===== config.mk =====
export PLATFORM = sky130hd
export DESIGN_NAME = cmd_sequencer_flat
export DESIGN_NICKNAME = d
export VERILOG_FILES = /design/src/rtl/cmd_sequencer_if.sv /design/src/rtl/cmd_sequencer.sv /design/src/flat_wrapper.sv
export SDC_FILE = /design/constraint.sdc
export NUM_CORES = 1
export LEC_CHECK = 0
export CAP_MARGIN = 15
export CORE_MARGIN = 8
export CORE_UTILIZATION = 57
export DETAILED_ROUTE_END_ITERATION = 8
export DONT_BUFFER_PORTS = 1
export HOLD_SLACK_MARGIN = 0.06
export PLACE_DENSITY = 0.72
export SLEW_MARGIN = 20
export SYNTH_ARGS = -nofsm -noshare
export SYNTH_HDL_FRONTEND = slang
export SYNTH_SLANG_ARGS = --single-unit
export TNS_END_PERCENT = 5

===== constraint.sdc =====
create_clock -name CLK_SD_card -period 5.7 [get_ports CLK_SD_card]
set_clock_uncertainty 0.05 [all_clocks]
set_input_delay 1.71 -clock CLK_SD_card [delete_from_list [all_inputs] [get_ports CLK_SD_card]]
set_output_delay 1.71 -clock CLK_SD_card [all_outputs]
set_load 0.01 [all_outputs]

===== src/rtl/cmd_sequencer_if.sv =====
// Host-command and CMD physical-layer signals of one cmd_sequencer.
// master = the sequencer itself; slave = host register block plus physical layer.
interface cmd_sequencer_if;
   logic        start_cmd;
   logic [5:0]  cmd_index;
   logic [31:0] cmd_arg;
   logic [1:0]  resp_type;
   logic        phys_inactive;
   logic        phys_ACK;
   logic        phys_REQ;
   logic        phys_timeout;
   logic [47:0] phys_response;
   logic        new_cmd;
   logic [37:0] cmd_index_arg;
   logic        REQ_to_phys;
   logic        ACK_to_phys;
   logic        busy;
   logic        cmd_complete;
   logic [31:0] resp_data;
   logic        err_timeout;
   logic        err_crc;
   logic        err_index;
   logic        err_endbit;
   logic        err_hang;
   logic [2:0]  state_dbg;

   modport master (
      input  start_cmd, cmd_index, cmd_arg, resp_type,
      input  phys_inactive, phys_ACK, phys_REQ, phys_timeout, phys_response,
      output new_cmd, cmd_index_arg, REQ_to_phys, ACK_to_phys, busy, cmd_complete,
      output resp_data, err_timeout, err_crc, err_index, err_endbit, err_hang, state_dbg
   );

   modport slave (
      output start_cmd, cmd_index, cmd_arg, resp_type,
      output phys_inactive, phys_ACK, phys_REQ, phys_timeout, phys_response,
      input  new_cmd, cmd_index_arg, REQ_to_phys, ACK_to_phys, busy, cmd_complete,
      input  resp_data, err_timeout, err_crc, err_index, err_endbit, err_hang, state_dbg
   );
endinterface


===== src/rtl/cmd_sequencer.sv =====
// Runs one SD command through the CMD physical layer: launch, REQ/ACK handshakes,
// response capture, serial CRC7/index/end-bit checks, retries and status reporting.
module cmd_sequencer #(
   parameter int MAX_RETRY = 2,
   parameter int WATCHDOG  = 255
) (
   input logic             CLK_SD_card,
   input logic             reset,
   cmd_sequencer_if.master bus
);
   localparam int RW = (MAX_RETRY > 0) ? $clog2(MAX_RETRY + 1) : 1;
   localparam int WW = (WATCHDOG > 1) ? $clog2(WATCHDOG + 1) : 1;
   localparam logic [RW-1:0] RETRY_MAX = RW'(MAX_RETRY);
   localparam logic [WW-1:0] WD_LAST   = WW'(WATCHDOG - 1);

   typedef enum logic [2:0] {
      S_IDLE, S_LAUNCH, S_HANDSHAKE, S_WAIT_RESP, S_TIMEOUT, S_CAPTURE, S_CHECK, S_DONE
   } state_t;

   state_t        state_q, state_d;
   logic [5:0]    index_q, index_d;
   logic [1:0]    rtype_q, rtype_d;
   logic [37:0]   cia_q, cia_d;
   logic [47:0]   frame_q, frame_d;
   logic [6:0]    crc_q, crc_d;
   logic [5:0]    bit_q, bit_d;
   logic [RW-1:0] retry_q, retry_d;
   logic [WW-1:0] wd_q, wd_d;
   logic          inact_prev_q, inact_prev_d;
   logic          new_cmd_q, new_cmd_d;
   logic          req_q, req_d;
   logic          ack_q, ack_d;
   logic          busy_q, busy_d;
   logic          done_q, done_d;
   logic [31:0]   resp_q, resp_d;
   logic          e_to_q, e_to_d;
   logic          e_crc_q, e_crc_d;
   logic          e_idx_q, e_idx_d;
   logic          e_end_q, e_end_d;
   logic          e_hang_q, e_hang_d;

   logic crc_fb, crc_bad, end_bad, idx_bad, chk_en, retry_left;

   // Handshakes: each request output (new_cmd, REQ_to_phys, ACK_to_phys) is a registered
   // level held until its terminating input is sampled, then dropped on the next cycle.
   always_comb begin
      state_d      = state_q;
      index_d      = index_q;
      rtype_d      = rtype_q;
      cia_d        = cia_q;
      frame_d      = frame_q;
      crc_d        = crc_q;
      bit_d        = bit_q;
      retry_d      = retry_q;
      wd_d         = wd_q;
      inact_prev_d = bus.phys_inactive;
      new_cmd_d    = new_cmd_q;
      req_d        = req_q;
      ack_d        = ack_q;
      done_d       = 1'b0;
      resp_d       = resp_q;
      e_to_d       = e_to_q;
      e_crc_d      = e_crc_q;
      e_idx_d      = e_idx_q;
      e_end_d      = e_end_q;
      e_hang_d     = e_hang_q;

      chk_en     = rtype_q[0];
      crc_fb     = frame_q[6'd47 - bit_q] ^ crc_q[6];
      crc_bad    = chk_en & (crc_q != frame_q[7:1]);
      end_bad    = ~frame_q[0] | (frame_q[47:46] != 2'b00);
      idx_bad    = chk_en & (frame_q[45:40] != index_q);
      retry_left = (retry_q < RETRY_MAX);

      case (state_q)
         S_IDLE: begin
            if (bus.start_cmd) begin
               index_d   = bus.cmd_index;
               rtype_d   = bus.resp_type;
               cia_d     = {bus.cmd_index, bus.cmd_arg};
               frame_d   = '0;
               retry_d   = '0;
               e_to_d    = 1'b0;
               e_crc_d   = 1'b0;
               e_idx_d   = 1'b0;
               e_end_d   = 1'b0;
               e_hang_d  = 1'b0;
               new_cmd_d = 1'b1;
               state_d   = S_LAUNCH;
            end
         end
         S_LAUNCH: begin
            if (!bus.phys_inactive) begin
               new_cmd_d = 1'b0;
               req_d     = 1'b1;
               state_d   = S_HANDSHAKE;
            end
         end
         S_HANDSHAKE: begin
            if (bus.phys_ACK) begin
               req_d   = 1'b0;
               wd_d    = '0;
               state_d = S_WAIT_RESP;
            end
         end
         S_WAIT_RESP: begin
            // A response beats a coincident timeout.
            if (bus.phys_REQ) begin
               frame_d = bus.phys_response;
               ack_d   = 1'b1;
               state_d = S_CAPTURE;
            end else if (bus.phys_timeout || (bus.phys_inactive && !inact_prev_q)) begin
               state_d = S_TIMEOUT;
            end else if (wd_q == WD_LAST) begin
               e_hang_d = 1'b1;
               resp_d   = frame_q[39:8];
               done_d   = 1'b1;
               state_d  = S_DONE;
            end else begin
               wd_d = wd_q + WW'(1);
            end
         end
         S_TIMEOUT: begin
            if (rtype_q == 2'b00) begin
               resp_d  = frame_q[39:8];
               done_d  = 1'b1;
               state_d = S_DONE;
            end else if (retry_left) begin
               retry_d   = retry_q + RW'(1);
               new_cmd_d = 1'b1;
               state_d   = S_LAUNCH;
            end else begin
               e_to_d  = 1'b1;
               resp_d  = frame_q[39:8];
               done_d  = 1'b1;
               state_d = S_DONE;
            end
         end
         S_CAPTURE: begin
            if (!bus.phys_REQ) begin
               ack_d   = 1'b0;
               bit_d   = '0;
               crc_d   = '0;
               state_d = S_CHECK;
            end
         end
         S_CHECK: begin
            // 40 serial CRC7 steps over frame[47:8], then one compare cycle.
            if (bit_q != 6'd40) begin
               crc_d = {crc_q[5:0], 1'b0} ^ (crc_fb ? 7'h09 : 7'h00);
               bit_d = bit_q + 6'd1;
            end else if (crc_bad && retry_left) begin
               retry_d   = retry_q + RW'(1);
               new_cmd_d = 1'b1;
               state_d   = S_LAUNCH;
            end else begin
               e_crc_d = crc_bad;
               e_idx_d = idx_bad;
               e_end_d = end_bad;
               resp_d  = frame_q[39:8];
               done_d  = 1'b1;
               state_d = S_DONE;
            end
         end
         S_DONE: begin
            state_d = S_IDLE;
         end
         default: begin
            state_d = S_IDLE;
         end
      endcase

      busy_d = (state_d != S_IDLE);
   end

   always_ff @(posedge CLK_SD_card or posedge reset) begin
      if (reset) begin
         state_q      <= S_IDLE;
         index_q      <= '0;
         rtype_q      <= '0;
         cia_q        <= '0;
         frame_q      <= '0;
         crc_q        <= '0;
         bit_q        <= '0;
         retry_q      <= '0;
         wd_q         <= '0;
         inact_prev_q <= 1'b0;
         new_cmd_q    <= 1'b0;
         req_q        <= 1'b0;
         ack_q        <= 1'b0;
         busy_q       <= 1'b0;
         done_q       <= 1'b0;
         resp_q       <= '0;
         e_to_q       <= 1'b0;
         e_crc_q      <= 1'b0;
         e_idx_q      <= 1'b0;
         e_end_q      <= 1'b0;
         e_hang_q     <= 1'b0;
      end else begin
         state_q      <= state_d;
         index_q      <= index_d;
         rtype_q      <= rtype_d;
         cia_q        <= cia_d;
         frame_q      <= frame_d;
         crc_q        <= crc_d;
         bit_q        <= bit_d;
         retry_q      <= retry_d;
         wd_q         <= wd_d;
         inact_prev_q <= inact_prev_d;
         new_cmd_q    <= new_cmd_d;
         req_q        <= req_d;
         ack_q        <= ack_d;
         busy_q       <= busy_d;
         done_q       <= done_d;
         resp_q       <= resp_d;
         e_to_q       <= e_to_d;
         e_crc_q      <= e_crc_d;
         e_idx_q      <= e_idx_d;
         e_end_q      <= e_end_d;
         e_hang_q     <= e_hang_d;
      end
   end

   assign bus.new_cmd       = new_cmd_q;
   assign bus.cmd_index_arg = cia_q;
   assign bus.REQ_to_phys   = req_q;
   assign bus.ACK_to_phys   = ack_q;
   assign bus.busy          = busy_q;
   assign bus.cmd_complete  = done_q;
   assign bus.resp_data     = resp_q;
   assign bus.err_timeout   = e_to_q;
   assign bus.err_crc       = e_crc_q;
   assign bus.err_index     = e_idx_q;
   assign bus.err_endbit    = e_end_q;
   assign bus.err_hang      = e_hang_q;
   assign bus.state_dbg     = state_q;
endmodule


===== src/flat_wrapper.sv =====
// flat-port wrapper written by rule: the top's interface ports become plain ports
module cmd_sequencer_flat 
#(
   parameter int MAX_RETRY = 2,
   parameter int WATCHDOG  = 255
)
  (CLK_SD_card, reset, bus_start_cmd, bus_cmd_index, bus_cmd_arg, bus_resp_type, bus_phys_inactive, bus_phys_ACK, bus_phys_REQ, bus_phys_timeout, bus_phys_response, bus_new_cmd, bus_cmd_index_arg, bus_REQ_to_phys, bus_ACK_to_phys, bus_busy, bus_cmd_complete, bus_resp_data, bus_err_timeout, bus_err_crc, bus_err_index, bus_err_endbit, bus_err_hang, bus_state_dbg);
  cmd_sequencer_if bus_i ();
  input logic CLK_SD_card;
  input logic reset;
  input wire logic [$bits(bus_i.start_cmd)-1:0] bus_start_cmd;
  input wire logic [$bits(bus_i.cmd_index)-1:0] bus_cmd_index;
  input wire logic [$bits(bus_i.cmd_arg)-1:0] bus_cmd_arg;
  input wire logic [$bits(bus_i.resp_type)-1:0] bus_resp_type;
  input wire logic [$bits(bus_i.phys_inactive)-1:0] bus_phys_inactive;
  input wire logic [$bits(bus_i.phys_ACK)-1:0] bus_phys_ACK;
  input wire logic [$bits(bus_i.phys_REQ)-1:0] bus_phys_REQ;
  input wire logic [$bits(bus_i.phys_timeout)-1:0] bus_phys_timeout;
  input wire logic [$bits(bus_i.phys_response)-1:0] bus_phys_response;
  output wire logic [$bits(bus_i.new_cmd)-1:0] bus_new_cmd;
  output wire logic [$bits(bus_i.cmd_index_arg)-1:0] bus_cmd_index_arg;
  output wire logic [$bits(bus_i.REQ_to_phys)-1:0] bus_REQ_to_phys;
  output wire logic [$bits(bus_i.ACK_to_phys)-1:0] bus_ACK_to_phys;
  output wire logic [$bits(bus_i.busy)-1:0] bus_busy;
  output wire logic [$bits(bus_i.cmd_complete)-1:0] bus_cmd_complete;
  output wire logic [$bits(bus_i.resp_data)-1:0] bus_resp_data;
  output wire logic [$bits(bus_i.err_timeout)-1:0] bus_err_timeout;
  output wire logic [$bits(bus_i.err_crc)-1:0] bus_err_crc;
  output wire logic [$bits(bus_i.err_index)-1:0] bus_err_index;
  output wire logic [$bits(bus_i.err_endbit)-1:0] bus_err_endbit;
  output wire logic [$bits(bus_i.err_hang)-1:0] bus_err_hang;
  output wire logic [$bits(bus_i.state_dbg)-1:0] bus_state_dbg;
  assign bus_i.start_cmd = bus_start_cmd;
  assign bus_i.cmd_index = bus_cmd_index;
  assign bus_i.cmd_arg = bus_cmd_arg;
  assign bus_i.resp_type = bus_resp_type;
  assign bus_i.phys_inactive = bus_phys_inactive;
  assign bus_i.phys_ACK = bus_phys_ACK;
  assign bus_i.phys_REQ = bus_phys_REQ;
  assign bus_i.phys_timeout = bus_phys_timeout;
  assign bus_i.phys_response = bus_phys_response;
  assign bus_new_cmd = bus_i.new_cmd;
  assign bus_cmd_index_arg = bus_i.cmd_index_arg;
  assign bus_REQ_to_phys = bus_i.REQ_to_phys;
  assign bus_ACK_to_phys = bus_i.ACK_to_phys;
  assign bus_busy = bus_i.busy;
  assign bus_cmd_complete = bus_i.cmd_complete;
  assign bus_resp_data = bus_i.resp_data;
  assign bus_err_timeout = bus_i.err_timeout;
  assign bus_err_crc = bus_i.err_crc;
  assign bus_err_index = bus_i.err_index;
  assign bus_err_endbit = bus_i.err_endbit;
  assign bus_err_hang = bus_i.err_hang;
  assign bus_state_dbg = bus_i.state_dbg;
  cmd_sequencer #(.MAX_RETRY(MAX_RETRY), .WATCHDOG(WATCHDOG)) u_core (.CLK_SD_card(CLK_SD_card), .reset(reset), .bus(bus_i));
endmodule

==> results.py, run 1 <==
metrics = {
    "worst_setup_path": {
        "required_ps": 5940,
        "startpoint_type": "input port",
        "critPathKind": "input port to register",
        "endpoint_kind": "register",
        "path_cells": "and4bb_1 > a21oi_1 > or4b_4 > or3_1",
        "max_stage_delay_ps": 660,
        "crit_slowest_cell": "a21oi_1",
        "cp.arrival_ps": 3550,
        "cp_max_fo": 12,
    },
    "yosys": {
        "netlist_instances": 602,
        "synth_nets": 702,
        "yosys-top-cells-area": "dfrtp_1 57%, nand2_1 7.5%, a22o_1 7.0%",
        "seq_area_frac_synth": 0.570,
        "async_flop_share": 1.00,
        "synth_area_um2": 6890,
        "yosysMostFrequentCell": "dfrtp_1",
        "synthSimpleGateAreaFrac": 0.135,
        "synth_xor_area_frac": 0.0305,
        "synth_ff_type": "dfrtp_1",
        "synthAdderAreaFrac": 0.00908,
        "synth_commonest_cells": "157 x dfrtp_1, 138 x nand2_1, 55 x a22o_1",
        "ys_seq_elements": 157,
        "synth_top_area_cell": "dfrtp_1",
        "synth_edf_count": 0,
        "synthMuxAreaShare": 0.109,
        "ys_types": 58,
        "syn_area_per_cell_um2": 11.4,
        "synth_compound_area_frac": 0.115,
        "synth_top_family_by_area": "simple AND/OR/NAND/NOR gates",
        "ys.warnings.count": 0,
        "yosysTopAreaCellShare": 0.570,
    },
    "flow_run": {
        "max-cap-violations": 0,
    },
    "grt": {
        "grt_pass1_vias": 4696,
        "antenna_found_initial": 0,
        "grt_max_degree": 158,
        "grt_pass1_wl_um": 25700,
        "gr-usage-all-layers": 0.205,
        "grt-ovfl-total": 0,
    },
    "finish": {
        "design_area_um2": 7620,
        "final_nets": 694,
        "area.growth.synth_to_final_pct": 10.5,
        "antennaDiodeCount": 0,
        "multi_input_area_um2": 2760,
        "fin_cells": 753,
        "nFillCells": 916,
        "drive_above_1_share": 0.107,
        "seqCellArea_um2": 3930,
    },
    "sta": {
        "setup-tns-final_ps": 0,
        "min_period_over_period": 0.581,
        "slew_viol_final": 0,
        "worst_slack_ps": 2390,
        "rsz0062_at_grt": "no",
        "tightest_slew_ps": 878,
        "max_slew_margin": 0.414,
        "min_period_ps": 3310,
        "fmax_mhz": 302,
        "final-setup-viol-count": 0,
        "hold_viol_final": 0,
        "holdWs_ps": 474,
    },
    "routing": {
        "drt-met1-wl_um": 6290,
        "drtAntennaViolNets": 0,
        "dr_wl_met3_um": 1330,
        "wl_met2_um": 8260,
        "dr.pass1.iters": 4,
        "drt_drc_violations_left": 0,
        "wl_um": 16000,
        "topRoutingLayerUsed": "met4",
        "vias": 4546,
        "wire_per_inst_um": 21.2,
        "drtIter0Drc": 298,
        "viasPerCell": 6.04,
    },
    "cts": {
        "clk-insertion-delay-late_ps": 420,
        "cts_buffers": 17,
        "clkTransAtPathRegs_ps": 60,
        "cts.hold.buffers_added": 0,
        "post_cts_resized": 0,
        "cts.htree.levels": 4,
        "cts.sinks": 157,
        "cts_root_buffer": "clkbuf_16",
        "clk_path_buf_depth": 2,
        "cts_tree": "built",
        "cts_setup_buffers": 0,
    },
    "floorplan": {
        "die_w_um": 126,
        "die_h_um": 126,
        "row_count": 40,
        "io_pins": 178,
        "die_area_um2": 15900,
        "start_util": 0.579,
        "core_region_area_um2": 11900,
    },
    "worst_hold_path": {
        "worstHoldPathType": "register to register",
    },
    "placement": {
        "dp.cells": 721,
        "portBuffers": 0,
        "placed_area_um2": 6990,
        "hpwl_um": 11000,
        "gp_congestion": 0.780,
        "dp_slack_ps": 1950,
    },
    "power_and_ir_drop": {
        "peakVddDrop_mv": 0.357,
        "p_per_area_nw_per_um2": 584,
        "p_leak_nw": 3.69,
    },
    "outcome": {
        "outcome": "finished clean",
    },
}
## layout by cell type (no fill, tap or decap), types with 5 or more instances in the layout
cell type / instances
o21ai_0: 10
xor2_1: 7
xnor2_1: 17
mux2_1: 29
nor2_1: 26
buf_4: 5
inv_1: 13
a22o_1: 55
nor4_1: 6
mux4_2: 9
nor3_1: 5
clkbuf_16: 17
mux2i_1: 14
dfrtp_1: 157
a21oi_1: 13
mux2_2: 7
nand2_1: 138
ha_1: 5
## state kept, by name, indices dropped and copies added (netlist names), 2 cells and up
register and flops:
u_core.crc_q 7, u_core.retry_q 2, u_core.bus.cmd_index_arg 37, u_core.bit_q 6, u_core.frame_q 48, u_core.bus.resp_data 32
u_core.rtype_q 2, u_core.bus.state_dbg 3, u_core.wd_q 8
## kinds of logic after synthesis
kind of cell	Yosys count
XOR/XNOR	24
flip-flops	157
AO/OA/AOI/OAI	99
AND/OR/NAND/NOR	209
buffers and inverters	49
adder cells (fa/ha/maj)	5
multiplexers	59
## per-stage QoR
step | power, mW | util
after floorplan | 2.97 | -
after global placement | 3.23 | 0.587
after detailed placement | 3.31 | 0.587
after CTS | 4.47 | 0.637
after global routing | 4.72 | 0.639
final | 4.45 | 0.639
## power by group
group	total (mW)	internal [mW]	leakage, nW	switching, mW
registers	2.12	1.57	2.06	0.556
clock network	1.14	0.707	0.292	0.432
logic	1.19	0.584	1.35	0.601
total	4.45	2.86	3.69	1.59
## area by class of cell
class                   count  share of cell area
clock buffers              20              0.0600
clock inverters            11              0.0187
inverters                  15             0.00821
multi-input cells         396               0.362
flip-flops and latches    157               0.516
well taps                 147              0.0241
repair buffers              7              0.0112
## metal layers
layer / vias up / GRT usage
li1: 2093 / -
met1: 2324 / 0.241
met2: 119 / 0.337
met3: 10 / 0.0911
met4: 0 / 0.0538
met5: - / 0
## final timing paths
| path | startpoint | endpoint | slack, ps | cells after the start |
|---|---|---|---|---|
| setup / recovery | bus_phys_REQ | u_core.bus.busy$_DFF_PP0_ | 2390 | 4 |
| hold / removal | u_core.frame_q[36]$_DFFE_PP0P_ | u_core.frame_q[36]$_DFFE_PP0P_ | 470 | 1 |
| setup reg to reg | u_core.bit_q[1]$_DFFE_PP0P_ | u_core.bus.busy$_DFF_PP0_ | 2760 | 6 |
| hold reg to reg | u_core.frame_q[36]$_DFFE_PP0P_ | u_core.frame_q[36]$_DFFE_PP0P_ | 470 | 1 |
| max in group asynchronous | reset | u_core.bus.cmd_index_arg[12]$_DFFE_PP0P_ | 3600 | 2 |
| min in group asynchronous | reset | u_core.bus.cmd_index_arg[30]$_DFFE_PP0P_ | 1290 | 2 |
## critical path: cells and delay by family
| family | cells | cell delay (ps) |
|---|---|---|
| compound gates | 1 | 660 |
| simple gates | 3 | 1170 |
Power figures use the tool's default switching activity.
==> run 2: changes to the inputs <==
- clock period: 5.7 -> 2.67 ns (I/O delays scaled with it)
==> run 2 against run 1 <==
Setup slack got worse by 2100 ps. Cell count rose by 1.3%. Core utilization rose by 0.58 points. Routed wire length increased by 1.1%. First-iteration DRC count is 35% higher. Sequential cell count stayed put. Hold slack worse by 140 ps. Critical path type is now register to register. Largest power group unchanged. Highest routed layer unchanged.
==> results.py, run 2 (synthesized netlist as in run 1, its figures left out) <==
metrics = {
    "outcome": {
        "outcome": "finished clean",
    },
    "sta": {
        "hold_viol_final": 0,
        "fmax_mhz": 423,
        "max_slew_margin": 0.539,
        "min_period_ps": 2370,
        "min_period_over_period": 0.886,
        "slew_viol_final": 0,
        "setup-tns-final_ps": 0,
        "rsz0062_at_grt": "no",
        "worst_slack_ps": 305,
        "final-setup-viol-count": 0,
        "tightest_slew_ps": 685,
    },
    "placement": {
        "gp_congestion": 0.826,
        "hpwl_um": 11400,
        "dp_slack_ps": 269,
        "portBuffers": 0,
    },
    "worst_setup_path": {
        "required_ps": 2910,
        "cp_max_fo": 33,
        "startpoint_type": "register",
        "cp.arrival_ps": 2610,
        "critPathKind": "register to register",
        "endpoint_kind": "register",
        "r2r_slack_ps": 300,
    },
    "finish": {
        "layout.cells.most_common": "dfrtp_1",
        "final_nets": 704,
        "antennaDiodeCount": 0,
        "nFillCells": 921,
        "mostFrequentLayoutCells": "157 x dfrtp_1, 138 x nand2_1, 55 x a22o_1, 29 x mux2_1, 26 x nor2_1",
        "top_register": "u_core.frame_q",
        "largest_reg_flops": 48,
        "drive_above_1_share": 0.117,
        "area.growth.synth_to_final_pct": 11.5,
    },
    "power_and_ir_drop": {
        "p_per_area_nw_per_um2": 1220,
        "p_leak_nw": 3.73,
        "peakVddDrop_mv": 0.620,
    },
    "cts": {
        "cts_buffers": 17,
        "clkTransAtPathRegs_ps": 60,
        "cts_tree": "built",
        "cts.sinks": 157,
        "clk_path_buf_depth": 2,
        "cts.htree.levels": 4,
        "clk-insertion-delay-late_ps": 410,
        "cts_root_buffer": "clkbuf_16",
        "cts.hold.buffers_added": 0,
        "post_cts_resized": 0,
        "cts_setup_buffers": 0,
    },
    "floorplan": {
        "die_h_um": 126,
        "die_w_um": 126,
        "row_count": 40,
        "core_region_area_um2": 11900,
        "start_util": 0.579,
        "io_pins": 178,
        "die_area_um2": 15900,
    },
    "routing": {
        "wire_per_inst_um": 21.2,
        "viasPerCell": 6.01,
        "dr.pass1.iters": 4,
        "drt_drc_violations_left": 0,
        "drtAntennaViolNets": 0,
        "wl_um": 16200,
        "drtIter0Drc": 402,
        "vias": 4589,
    },
    "grt": {
        "grt_pass1_wl_um": 26200,
        "grt-ovfl-total": 0,
        "antenna_found_initial": 0,
        "grt_pass1_vias": 4801,
        "gr-usage-all-layers": 0.208,
        "grt_max_degree": 85,
    },
    "worst_hold_path": {
        "worstHoldPathType": "input port to async pin",
    },
    "flow_run": {
        "max-cap-violations": 0,
    },
}
run 2: routing by layer:
metal  GRT usage  wire length, um  vias up
met4      0.0672              242        0
met3      0.0835             1350       15
met5           0                0        -
met1       0.238             6190     2322
met2       0.351             8380      148
li1            -                -     2104
run 2: layout make-up:
cell class | instances | area [um2] | area share
Inverter | 15 | 62.6 | 0.00814
Clock inverter | 6 | 60.1 | 0.00782
Tap cell | 147 | 184 | 0.0239
Clock buffer | 25 | 495 | 0.0645
Timing Repair Buffer | 17 | 198 | 0.0257
Multi-Input combinational cell | 396 | 2760 | 0.359
Sequential cell | 157 | 3930 | 0.511
run 2: worst max-delay path, stage by stage, from the launching register on:
cell and delay (ps):
dfrtp_1 600, inv_4 100, or2_2 400, o31a_4 390, o31ai_4 80, buf_12 260
mux2_1 350
run 2: power breakdown:
part / switching, mW / internal [mW]
combinational: 1.36 / 1.32
clock: 0.880 / 1.37
sequential: 1.11 / 3.35
total: 3.35 / 6.03
run 2: worst paths after layout:
path                                              startpoint                                       end  cells past startpoint
max reg2reg                u_core.bus.state_dbg[0]$_DFF_PP0_      u_core.bus.resp_data[17]$_DFFE_PP0P_                      6
max                        u_core.bus.state_dbg[0]$_DFF_PP0_      u_core.bus.resp_data[17]$_DFFE_PP0P_                      6
min reg2reg                    u_core.rtype_q[1]$_DFFE_PP0P_             u_core.rtype_q[1]$_DFFE_PP0P_                      2
max in group asynchronous                              reset             u_core.frame_q[1]$_DFFE_PP0P_                      2
min in group CLK_SD_card                   bus_phys_inactive             u_core.inact_prev_q$_DFF_PP0_                      0
min                                                    reset  u_core.bus.cmd_index_arg[30]$_DFFE_PP0P_                      2
run 2: metrics by stage:
step | util | power [mW] | cell area (um2) | hold WS (ps) | instances
after global routing | 0.645 | 9.97 | 7680 | 337 | 763
after global placement | 0.596 | 6.99 | 7100 | 448 | 731
after detailed placement | 0.596 | 7.16 | 7100 | 453 | 731
after floorplan | - | 6.33 | 6900 | 397 | 602
final | 0.645 | 9.39 | 7680 | 338 | 763
after CTS | 0.643 | 9.44 | 7660 | 343 | 762
==> run 3: changes to the inputs <==
- CORE_ASPECT_RATIO: not set -> 0.8
- SETUP_SLACK_MARGIN: not set -> 0.02
==> run 3 against run 2 <==
Clock-buffer cell count fell by 3. Non-clock buffer count did not move. Sequential share of layout area shrank 0.25 points. Register-to-register slack improved by 20 ps. Via count fell by 0.48%. Final area is 0.49% higher. Die area rose by 0.14%. Largest power group unchanged.
==> results.py, run 3 (synthesized netlist as in run 1, its figures left out) <==
metrics = {
    "outcome": {
        "outcome": "finished clean",
    },
    "cts": {
        "cts_setup_buffers": 0,
        "clk-insertion-delay-late_ps": 430,
        "clk_path_buf_depth": 2,
        "cts.htree.levels": 4,
        "clkTransAtPathRegs_ps": 60,
        "cts_buffers": 17,
        "cts_root_buffer": "clkbuf_16",
        "cts.hold.buffers_added": 0,
        "cts_tree": "built",
        "post_cts_resized": 0,
        "cts.sinks": 157,
    },
    "grt": {
        "grt_pass1_wl_um": 26000,
        "grt.busiest_layer": "met2",
        "gr-usage-all-layers": 0.210,
        "grtUsageMet1": 0.268,
        "grt_max_degree": 54,
        "use_met2": 0.308,
        "grt_pass1_vias": 4730,
        "grt_use_met3": 0.0921,
        "antenna_found_initial": 0,
        "grt-ovfl-total": 0,
    },
    "routing": {
        "vias": 4567,
        "wire_per_inst_um": 21.0,
        "viasPerCell": 5.94,
        "drt_drc_violations_left": 0,
        "drtAntennaViolNets": 0,
        "dr.pass1.iters": 4,
        "drtIter0Drc": 354,
        "wl_um": 16200,
    },
    "finish": {
        "final_util": 0.645,
        "area.growth.synth_to_final_pct": 12.1,
        "drive_above_1_share": 0.118,
        "mostFrequentLayoutCells": "157 x dfrtp_1, 138 x nand2_1, 55 x a22o_1, 29 x mux2_1, 26 x nor2_1",
        "fin_cells": 769,
        "final_nets": 704,
        "top_register": "u_core.frame_q",
        "layout.cells.most_common": "dfrtp_1",
        "design_area_um2": 7720,
        "antennaDiodeCount": 0,
        "largest_reg_flops": 48,
    },
    "sta": {
        "hold_viol_final": 0,
        "tightest_slew_ps": 656,
        "worst_slack_ps": 326,
        "max_slew_margin": 0.557,
        "fmax_mhz": 427,
        "rsz0062_at_grt": "no",
        "slew_viol_final": 0,
        "min_period_over_period": 0.878,
        "final-setup-viol-count": 0,
        "holdWs_ps": 280,
        "min_period_ps": 2340,
        "setup-tns-final_ps": 0,
    },
    "worst_setup_path": {
        "required_ps": 2930,
        "endpoint_kind": "register",
        "cp_num_buf_inv": 1,
        "critPathKind": "register to register",
        "startpoint_type": "register",
        "crit_slowest_cell": "o41a_2",
        "max_stage_delay_ps": 460,
        "path_cells": "xnor2_1 > nand4_1 > o41a_2 > o31ai_4 > buf_12 > mux2_1",
        "cp_max_fo": 33,
        "cp.arrival_ps": 2600,
        "path_delay_family": "compound AO/OA/AOI/OAI gates",
    },
    "floorplan": {
        "die_area_um2": 15900,
        "core_region_area_um2": 12000,
        "start_util": 0.575,
        "io_pins": 178,
        "die_h_um": 114,
        "die_w_um": 139,
        "row_count": 36,
    },
    "flow_run": {
        "max-cap-violations": 0,
    },
    "placement": {
        "portBuffers": 0,
        "placed_area_um2": 7110,
        "hpwl_um": 11600,
        "dp_slack_ps": 252,
        "dp.cells": 736,
        "gp_congestion": 0.799,
    },
    "worst_hold_path": {
        "worstHoldPathType": "input port to async pin",
    },
    "power_and_ir_drop": {
        "p_leak_nw": 3.73,
        "peakVddDrop_mv": 0.616,
        "p_per_area_nw_per_um2": 1240,
        "p_total_mw": 9.54,
    },
}
## run 3: final timing paths
path	start	endpoint	slack (ps)	depth (start not counted)
worst min register to register	u_core.frame_q[17]$_DFFE_PP0P_	u_core.bus.resp_data[9]$_DFFE_PP0P_	470	1
min in group CLK_SD_card	bus_phys_inactive	u_core.inact_prev_q$_DFF_PP0_	350	0
max in group asynchronous	reset	u_core.bus.cmd_index_arg[0]$_DFFE_PP0P_	1640	2
worst min-delay path	reset	u_core.frame_q[27]$_DFFE_PP0P_	280	1
worst max-delay path	u_core.frame_q[4]$_DFFE_PP0P_	u_core.bus.resp_data[5]$_DFFE_PP0P_	330	6
worst max register to register	u_core.frame_q[4]$_DFFE_PP0P_	u_core.bus.resp_data[5]$_DFFE_PP0P_	330	6
## run 3: worst reg2reg max path: stages, from the launching register on
cell and delay (ps):
dfrtp_1 410, xnor2_1 210, nand4_1 160, o41a_2 460, o31ai_4 310, buf_12 260
mux2_1 370
## run 3: report_power, final
part	leakage [nW]	total, mW	switching, mW	internal (mW)
clock network	0.269	2.43	0.939	1.49
logic	1.40	2.68	1.38	1.29
registers	2.06	4.43	1.09	3.34
## run 3: layout make-up
type,instances,area [um2]
well taps,152,190
clock buffers,22,454
multi-input cells,396,2760
fillers,929,4260
flip-flops and latches,157,3930
clock inverters,10,140
inverters,15,62.6
repair buffers,17,190
## run 3: per-layer routing
| metal | share of wire | routed length [um] |
|---|---|---|
| met5 | 0 | 0 |
| met4 | 0.020 | 327 |
| met3 | 0.097 | 1570 |
| met1 | 0.44 | 7100 |
| met2 | 0.44 | 7160 |
